===== src/rtl/game_ctrl.sv =====
// Tic-tac-toe sequencer: turns mouse clicks into cell claims and detects wins and draws.
// Optional macro GAME_CTRL_SCORE_EN adds saturating per-player win counters.
//
// state | meaning
// PLAY  | waiting for a click on a free cell
// CHECK | one cycle: evaluate the mover's lines and the full-board condition
// WIN   | mover completed a line; board frozen until new_game
// DRAW  | board full without a line; frozen until new_game
module game_ctrl #(
  parameter logic [11:0] C0_END = 12'd338,
  parameter logic [11:0] C1_BEG = 12'd344,
  parameter logic [11:0] C1_END = 12'd679,
  parameter logic [11:0] C2_BEG = 12'd685,
  parameter logic [11:0] C2_END = 12'd1023,
  parameter logic [11:0] R0_END = 12'd251,
  parameter logic [11:0] R1_BEG = 12'd259,
  parameter logic [11:0] R1_END = 12'd507,
  parameter logic [11:0] R2_BEG = 12'd515,
  parameter logic [11:0] R2_END = 12'd767
) (
  input  logic        pclk,
  input  logic        rst,
  input  logic [11:0] xpos,
  input  logic [11:0] ypos,
  input  logic        mouse_left,
  input  logic        new_game,
  output logic [8:0]  board_x,
  output logic [8:0]  board_o,
  output logic        turn,
  output logic [1:0]  game_state,
  output logic [1:0]  winner,
  output logic [8:0]  win_mask
`ifdef GAME_CTRL_SCORE_EN
  ,
  output logic [3:0]  score_x,
  output logic [3:0]  score_o
`endif
);

  typedef enum logic [1:0] {PLAY = 2'b00, CHECK = 2'b01, WIN = 2'b10, DRAW = 2'b11} state_t;

  // Lines in priority order, line 0 in the low 9 bits: rows, columns, then the two diagonals.
  localparam logic [71:0] LINES = {9'h054, 9'h111, 9'h124, 9'h092, 9'h049,
                                   9'h1C0, 9'h038, 9'h007};

  state_t      state, state_nx;
  logic        mouse_left_d, click;
  logic [1:0]  col, row;
  logic        col_ok, row_ok, cell_ok;
  logic [3:0]  cell_idx;
  logic [8:0]  cell_bit, mover_mask, line_sel;
  logic        line_hit;
  logic [8:0]  board_x_nx, board_o_nx, win_mask_nx;
  logic        turn_nx;
  logic [1:0]  winner_nx;
`ifdef GAME_CTRL_SCORE_EN
  logic [3:0]  score_x_nx, score_o_nx;
`endif

  assign click      = mouse_left & ~mouse_left_d;
  assign game_state = state;
  assign mover_mask = turn ? board_o : board_x;

  always_comb begin
    col    = 2'd0;
    col_ok = 1'b1;
    if (xpos <= C0_END)                        col = 2'd0;
    else if (xpos >= C1_BEG && xpos <= C1_END) col = 2'd1;
    else if (xpos >= C2_BEG && xpos <= C2_END) col = 2'd2;
    else                                       col_ok = 1'b0;
    row    = 2'd0;
    row_ok = 1'b1;
    if (ypos <= R0_END)                        row = 2'd0;
    else if (ypos >= R1_BEG && ypos <= R1_END) row = 2'd1;
    else if (ypos >= R2_BEG && ypos <= R2_END) row = 2'd2;
    else                                       row_ok = 1'b0;
    cell_ok  = col_ok & row_ok;
    cell_idx = 4'(row) * 4'd3 + 4'(col);
    cell_bit = 9'(1) << cell_idx;
  end

  // Scanning from the last line down leaves the first complete line selected.
  always_comb begin
    line_hit = 1'b0;
    line_sel = '0;
    for (int i = 7; i >= 0; i--) begin
      if ((mover_mask & LINES[i*9 +: 9]) == LINES[i*9 +: 9]) begin
        line_hit = 1'b1;
        line_sel = LINES[i*9 +: 9];
      end
    end
  end

  always_comb begin
    state_nx    = state;
    board_x_nx  = board_x;
    board_o_nx  = board_o;
    turn_nx     = turn;
    winner_nx   = winner;
    win_mask_nx = win_mask;
`ifdef GAME_CTRL_SCORE_EN
    score_x_nx  = score_x;
    score_o_nx  = score_o;
`endif
    if (new_game) begin
      state_nx    = PLAY;
      board_x_nx  = '0;
      board_o_nx  = '0;
      turn_nx     = 1'b0;
      winner_nx   = 2'b00;
      win_mask_nx = '0;
    end else begin
      case (state)
        PLAY: begin
          if (click && cell_ok && ((board_x | board_o) & cell_bit) == 9'h000) begin
            if (turn) board_o_nx = board_o | cell_bit;
            else      board_x_nx = board_x | cell_bit;
            state_nx = CHECK;
          end
        end
        CHECK: begin
          if (line_hit) begin
            state_nx    = WIN;
            winner_nx   = turn ? 2'b10 : 2'b01;
            win_mask_nx = line_sel;
`ifdef GAME_CTRL_SCORE_EN
            if (!turn && score_x != 4'hF) score_x_nx = score_x + 4'd1;
            if (turn && score_o != 4'hF)  score_o_nx = score_o + 4'd1;
`endif
          end else if ((board_x | board_o) == 9'h1FF) begin
            state_nx = DRAW;
          end else begin
            state_nx = PLAY;
            turn_nx  = ~turn;
          end
        end
        default: ;
      endcase
    end
  end

  always_ff @(posedge pclk or posedge rst) begin
    if (rst) begin
      state        <= PLAY;
      mouse_left_d <= 1'b0;
      board_x      <= '0;
      board_o      <= '0;
      turn         <= 1'b0;
      winner       <= 2'b00;
      win_mask     <= '0;
`ifdef GAME_CTRL_SCORE_EN
      score_x      <= '0;
      score_o      <= '0;
`endif
    end else begin
      state        <= state_nx;
      mouse_left_d <= mouse_left;
      board_x      <= board_x_nx;
      board_o      <= board_o_nx;
      turn         <= turn_nx;
      winner       <= winner_nx;
      win_mask     <= win_mask_nx;
`ifdef GAME_CTRL_SCORE_EN
      score_x      <= score_x_nx;
      score_o      <= score_o_nx;
`endif
    end
  end

endmodule


===== config.mk =====
export PLATFORM = sky130hd
export DESIGN_NAME = game_ctrl
export DESIGN_NICKNAME = d
export VERILOG_FILES = /design/src/rtl/game_ctrl.sv
export SDC_FILE = /design/constraint.sdc
export NUM_CORES = 1
export LEC_CHECK = 0
export BUFFER_PORTS_ARGS = -buffer_cell sky130_fd_sc_hd__buf_2
export CAP_MARGIN = 10
export CORE_MARGIN = 2
export CORE_UTILIZATION = 50
export DETAILED_ROUTE_END_ITERATION = 8
export PLACE_DENSITY = 0.85
export REMOVE_ABC_BUFFERS = 1
export SLEW_MARGIN = 20
export SYNTH_ARGS = -nofsm -noshare
export SYNTH_HDL_FRONTEND = slang
export SYNTH_SLANG_ARGS = --single-unit

===== constraint.sdc =====
create_clock -name pclk -period 1.95 [get_ports pclk]
set_input_delay 0.39 -clock pclk [delete_from_list [all_inputs] [get_ports pclk]]
set_output_delay 0.39 -clock pclk [all_outputs]
set_load 0.01 [all_outputs]

Word level (Yosys, flattened, before mapping)
Index checks and enable logic that the tools add are counted.

Bits in latches: 0. Word-level logic and storage cells: 114. Memories kept: 0. Bits of input ports: 28. RAM bits: 0. Flip-flop bits (word level): 33. Bits in read-only memories: 0. Output and inout port bits: 32.

Multipliers: 1. Div/mod/pow operators: 0. Reduce and logical (&&, ||, !) cells: 19. Muxes and demuxes: 53. Add/subtract/negate cells: 1. Shift operators: 1. Equality and inequality tests: 14. Order comparisons: 10. Bitwise operators: 8.

Operator list (count): two-way mux 9 bit (19); <= comparator 12 x 10 -> 1 bit (second input constant) (3); two-way mux 2 bit (14); OR 9 bit (3); == test 3 bit (second input constant) (8); greater-or-equal comparator 12 x 10 -> 1 bit (second input constant) (2); greater-or-equal comparator 12 x 9 -> 1 bit (second input constant) (2); <= comparator 12 x 9 -> 1 bit (second input constant) (2); two-way mux 1 bit (18); <= comparator 12 x 8 -> 1 bit (second input constant) (1); nonzero test 2 bit (5); AND 9 bit (1); == test 9 bit (second input constant) (1); logical NOT 9 bit (1); AND reduction 3 bit (3); << shifter 1 x 4 -> 9 bit (first input constant) (1); two-way mux 7 bit (1); logical AND 1 bit (6); != test 2 bit (second input constant) (3); adder 4 x 2 -> 4 bit (1); multiplier 2 x 2 -> 4 bit (second input constant) (1); one-hot mux 2 bit (2 select lines) (1); AND reduction 2 bit (2); != test 3 bit (second input constant) (1); 5 further kinds (7).

Logic depth before layout (Yosys ltp)
Depth in word-level cells: 14. Mapped depth: 15. Depth with buffers taken out: 13.

Least setup slack after synthesis
OpenSTA, ideal clock, no wires.

Kind: input to register. From: input ypos[6]. To: register board_o[0]. Path slack: -1914 ps. Buffers on the path: 2. Cell stages on the path: 13. Library setup time: 119 ps. Required time: 1831 ps. Arrival: 3744 ps. Cell sequence: or4_1 > o21ai_0 > nor4b_1 > fa_1 > ha_1 > fa_1 > buf_4 > or4b_1 > o22ai_1 > nor4_4 > o2111ai_4 > buf_12 > o2bb2ai_2.

Cells in the longest elaborated chain, start to end: 13. Elaborated cells between the ends (all ways): 28. Those cells by class: add/sub: 1; mul: 1; order compare: 5; shift: 1; mux: 10; bitwise: 3; reduce/logical: 7.

Ends and longest elaborated chain: start, declared (line 24) `input logic [11:0] ypos,`; greater-or-equal comparator 12 x 10 -> 1 bit / <= comparator 12 x 10 -> 1 bit (equally long branches) (line 75) `else if (ypos >= R2_BEG && ypos <= R2_END) row = 2'd2;`; logical AND 1 bit (line 75); two-way mux 2 bit (line 75); two-way mux 2 bit (line 74) `else if (ypos >= R1_BEG && ypos <= R1_END) row = 2'd1;`; two-way mux 2 bit (line 73) `if (ypos <= R0_END) row = 2'd0;`; multiplier 2 x 2 -> 4 bit (line 78) `cell_idx = 4'(row) * 4'd3 + 4'(col);`; adder 4 x 2 -> 4 bit (line 78); << shifter 1 x 4 -> 9 bit (line 79) `cell_bit = 9'(1) << cell_idx;`; AND 9 bit / OR 9 bit (equally long branches) (line 115, 116); logical NOT 9 bit / two-way mux 9 bit (equally long branches) (line 115, 116); logical AND 1 bit / two-way mux 9 bit (equally long branches) (line 115) `if (click && cell_ok && ((board_x | board_o) & cell_bit) == 9'h000) begin`; nonzero test 2 bit (no line) / two-way mux 9 bit (equally long branches); AND reduction 3 bit (no line) / two-way mux 9 bit (equally long branches); end signal, assigned (line 159) `board_o <= board_o_nx;`; end, declared (line 28) `output logic [8:0] board_o,`.

Several ways; a longest one is shown, not always the timed one. The select of a mux whose other input is x is not followed. A chain may end at the register's enable or synchronous reset.

Final worst setup path
From: input ypos[6]. To: register board_x[7].

Cells in the longest elaborated chain, start to end: 13. Elaborated cells between the ends (all ways): 28. Those cells by class: add/sub: 1; mul: 1; order compare: 5; shift: 1; mux: 10; bitwise: 3; reduce/logical: 7.

Ends and longest elaborated chain: greater-or-equal comparator 12 x 10 -> 1 bit / <= comparator 12 x 10 -> 1 bit (equally long branches) (line 75); logical AND 1 bit (line 75); two-way mux 2 bit (line 75); two-way mux 2 bit (line 74); two-way mux 2 bit (line 73); multiplier 2 x 2 -> 4 bit (line 78); adder 4 x 2 -> 4 bit (line 78); << shifter 1 x 4 -> 9 bit (line 79); AND 9 bit / OR 9 bit (equally long branches) (line 115, 117); logical NOT 9 bit / two-way mux 9 bit (equally long branches) (line 115, 116); logical AND 1 bit / two-way mux 9 bit (equally long branches) (line 115); nonzero test 2 bit (no line) / two-way mux 9 bit (equally long branches); AND reduction 3 bit (no line) / two-way mux 9 bit (equally long branches); end signal, assigned (line 158) `board_x <= board_x_nx;`; end, declared (line 27) `output logic [8:0] board_x,`.

Several ways; a longest one is shown, not always the timed one. The select of a mux whose other input is x is not followed.

==> summary.md <==
The run gives 405 µW as the reported net switching power. The clock skew after layout was 0.00662 ns. The die covers 5980 µm². Setup repair after global routing could not meet its margin everywhere. The detailed-route wire length came out at 9290 µm.

In the synthesized netlist, the cells that appear most often are 33 x dfrtp_1, 33 x nand2_1, 24 x nor2_1. The worst setup path is launched from an input port. After layout, the minimum clock period comes to 3.72 ns. The highest metal layer with signal wires is met4.

In this run the remaining antenna-violating nets after routing total 0. The logs give 482 for the post-placement cell count and 52.3% for the effective utilization at floorplan. The count of cells in the finished layout, fillers not included, comes to 497.

The run gives 3,153 as the number of global-route vias before repair. The via count was 3,195. The run gives 459 as the number of nets in the layout. The die extent in y came out at 77.3 µm. During placement, the flow inserted port buffers numbering 59.

The run finished, with violations left. Row generation in the floorplan step produced 26 rows. The cell family contributing the most delay on the critical path is adder cells.

The number of clock buffers inserted by TritonCTS came out at 5. For the max-slew violation total from the final report, the log shows 0. The critical path is of the input port to flop type. Internal power comes to 1180 µW.

Dividing the detail-routed via count by the number of cells gives 6.43. In the final routed layout, each cell accounts on average for 18.7 µm. The global-route usage over all layers was 30.8%.

The worst hold path belongs to the class input port to async pin. The run gives 0.29 ns as the clock latency on the worst-skew pair. Pre-CTS setup slack: -2.32 ns. The first global-routing pass estimated 14,900 µm of wire.

After synthesis the cells add up to 2690 µm². Net switching is 25.6% of the power. The number of buffer and inverter instances along the worst setup path is 2, and the final total power is 1580 µW. The sequential share of the synthesized area was 30.7%; the total of flip-flops plus latches after synthesis was 33.

During synthesis, Yosys emitted a total of 0 warnings. The run gives 20 as the final number of setup-violating endpoints. TritonCTS built the clock tree. The largest individual stage delay along the critical path comes from the cell fa_1.

Among all flip-flop cells after synthesis, the most frequent one is dfrtp_1. The async set-or-reset flop fraction in the synthesized netlist was 100%; the transition time at the pin with the least slew margin was 0.443 ns. The cts-stage hold buffer count is 0. The tools report the number of iterations in the first detailed-routing pass as 5. Yosys mapped a number of flops with a built-in enable equal to 0. The post-synthesis instance total is 290. The initial antenna violation count is 0. The routed design uses 4350 µm of met2 wire. Across the VDD grid, the largest voltage drop is 346 µV. For the share of total power in sequential cells, the log shows 43.4%. The total power divided by cell area works out to 403 nW/µm². Measured along the x axis, the die boundary spans 77.3 µm.

The worst endpoint required time is 2.13 ns. By area the synthesized netlist is led by dfrtp_1 31%, o2bb2ai_2 5.6%, nand2_1 4.6%. The congestion estimate from routability-driven global placement came to 0.930.

At the worst endpoint, the arrival time is 3.90 ns. CTS built an H-tree with a depth of 2. The run gives 756 µm as the met3 wire length.

The worst pin sits at a relative slew slack of 70.5%. The boundary pin count was 60. No sink is reached through more buffers than the 2 on the longest clock path. The fraction of layout instances using a drive strength above 1 works out to 49.6%. The run gives -33.30 ns as the total negative slack for setup checks. Based on the critical path, the design can be clocked at up to 269 MHz. 0 antenna diodes ended up in the layout.

Of all nets on the critical path, the largest fanout is 9. The number of max-cap violations came out at 0. Entering global routing, the biggest net connects 34 pins. Of the available clock period, the critical path in the final layout requires 191%.

The cell type with the largest total area after synthesis was dfrtp_1. Library cell used as clock root buffer: clkbuf_8. In this run the biggest area consumer among cell types represents 30.7% of the synthesized area. The checks that failed: setup timing. Compared with the post-synthesis result, the final layout area differs by 46.1%. After clock tree synthesis, the clock-pin slew on the worst setup and hold paths is 0.08 ns. Cells fill 76.4% of the core in the end. The largest single stage delay on the critical path is 0.61 ns. In this run the static leakage power is 0.00177 µW.

The synthesized area per cell was 9.27 µm²; the placeable core region was 5140 µm². Worst setup slack after layout: -1.77 ns. The logs give 42.0% for the clock share of power and 334 for the number of inserted filler cells in the final layout. The netlist uses 67 different library cells. The tools report the hold violation total from the final report as 0.

Combinational cells account for 14.6% of the total power. TritonCTS sink count: 33. The kind of end point of the critical path is a flop. The critical path goes through buf_2 > or4_4 > o21ai_2 > nor4b_2 > fa_1 > ha_2 > fa_2 > or4b_4 > o2111ai_2 > a21oi_2 > o2111ai_4 > buf_12 > o2bb2ai_1.

The run gives 361 as the number of DRC markers after the initial detailed-route iteration. Once detailed placement completed, the half-perimeter wirelength came to 6360 µm. In the routed design, unresolved DRC markers number 0. Summed over all layers, the global routing overflow is 0. In the final routing, the length of wire on met1 measures 3840 µm.
[cells by family after synthesis]
group                    Yosys count  share of synthesized area, %
AO/OA/AOI/OAI                     95                          30.4
adder cells (fa/ha/maj)            5                          2.89
buffers and inverters             19                          4.70
flip-flops                        33                          30.7
multiplexers                       3                          1.16
AND/OR/NAND/NOR                  135                          30.1
[metrics by stage]
step | cell area (µm²) | hold WS (ns)
CTS | 3820 | 0.188
floorplan | 2570 | 0.421
detailed placement | 3560 | 0.502
finish | 3930 | 0.172
global route | 3930 | 0.217
global placement | 3560 | 0.492
[repair_timing]
| action | 4_1_cts | 5_1_grt |
|---|---|---|
| pin swaps | 6 | 12 |
| cloned | 1 | 0 |
| endpoints found under the setup margin | 24 | 30 |
| gates resized for setup | 23 | 22 |
| buffers inserted | 3 | 3 |
[worst reg2reg max path, stage by stage (launching register included)]
cell and delay (ns):
dfrtp_1 0.49, nor2_1 0.25, buf_4 0.16, nor3_1 0.04
and3_1 0.27, nor4_4 0.37, mux2_4 0.34
[cell type report]
type	count	area, µm²	share of cell area, %
inverters	3	11.3	0.287
flip-flops and latches	33	828	21.1
clock inverters	3	46.3	1.18
repair buffers	145	998	25.4
well taps	70	87.6	2.23
clock buffers	5	68.8	1.75
multi-input cells	238	1890	48.0
[power by group through the flow]
stage          registers [µW]  logic, µW  clock network [µW]
2_1_floorplan             700       92.6                   0
3_3_place_gp              700        203                   0
3_5_place_dp              700        211                   0
4_1_cts                   686        224                 664
5_1_grt                   686        252                 684
6_report                  686        232                 663
[flip-flops by register name, summed over array words and instances, names as in the netlist]
| register | count |
|---|---|
| winner | 2 |
| board_x | 9 |
| mouse_left_d | 1 |
| game_state | 2 |
| win_mask | 9 |
| turn | 1 |
| board_o | 9 |
[final timing paths]
check / from / to / slack [ns] / cells after the start
min in group pclk: mouse_left / mouse_left_d / 0.21 / 1
max: ypos[6] / board_x[7] / -1.77 / 13
max reg2reg: board_o[5] / turn / -0.08 / 6
min reg2reg: win_mask[5] / win_mask[5] / 0.53 / 2
min: rst / board_x[4] / 0.17 / 3
max in group asynchronous: rst / board_x[8] / 1.43 / 3
[cells in the final DEF, fill, tap and decap left out, types with 6 or more instances in the layout]
master / synthesis / final
nand2b_1: 8 / 8
dfrtp_1: 33 / 31
nand4_1: 6 / 6
o2bb2ai_1: 8 / 8
o22ai_1: 10 / 8
a21oi_1: 14 / 11
nor2_1: 24 / 20
nor3_1: 10 / 9
nand3_1: 12 / 10
buf_2: 6 / 60
o2bb2ai_2: 10 / 10
buf_4: 2 / 78
nand2_1: 33 / 33
[per-layer routing]
| metal | track usage, % | up-vias |
|---|---|---|
| met4 | 11.8 | 0 |
| met2 | 50.7 | 204 |
| met1 | 40.2 | 1521 |
| li1 | - | 1421 |
| met3 | 5.65 | 49 |
| met5 | 0 | - |
Note: power is estimated with default switching activity, not from simulation.
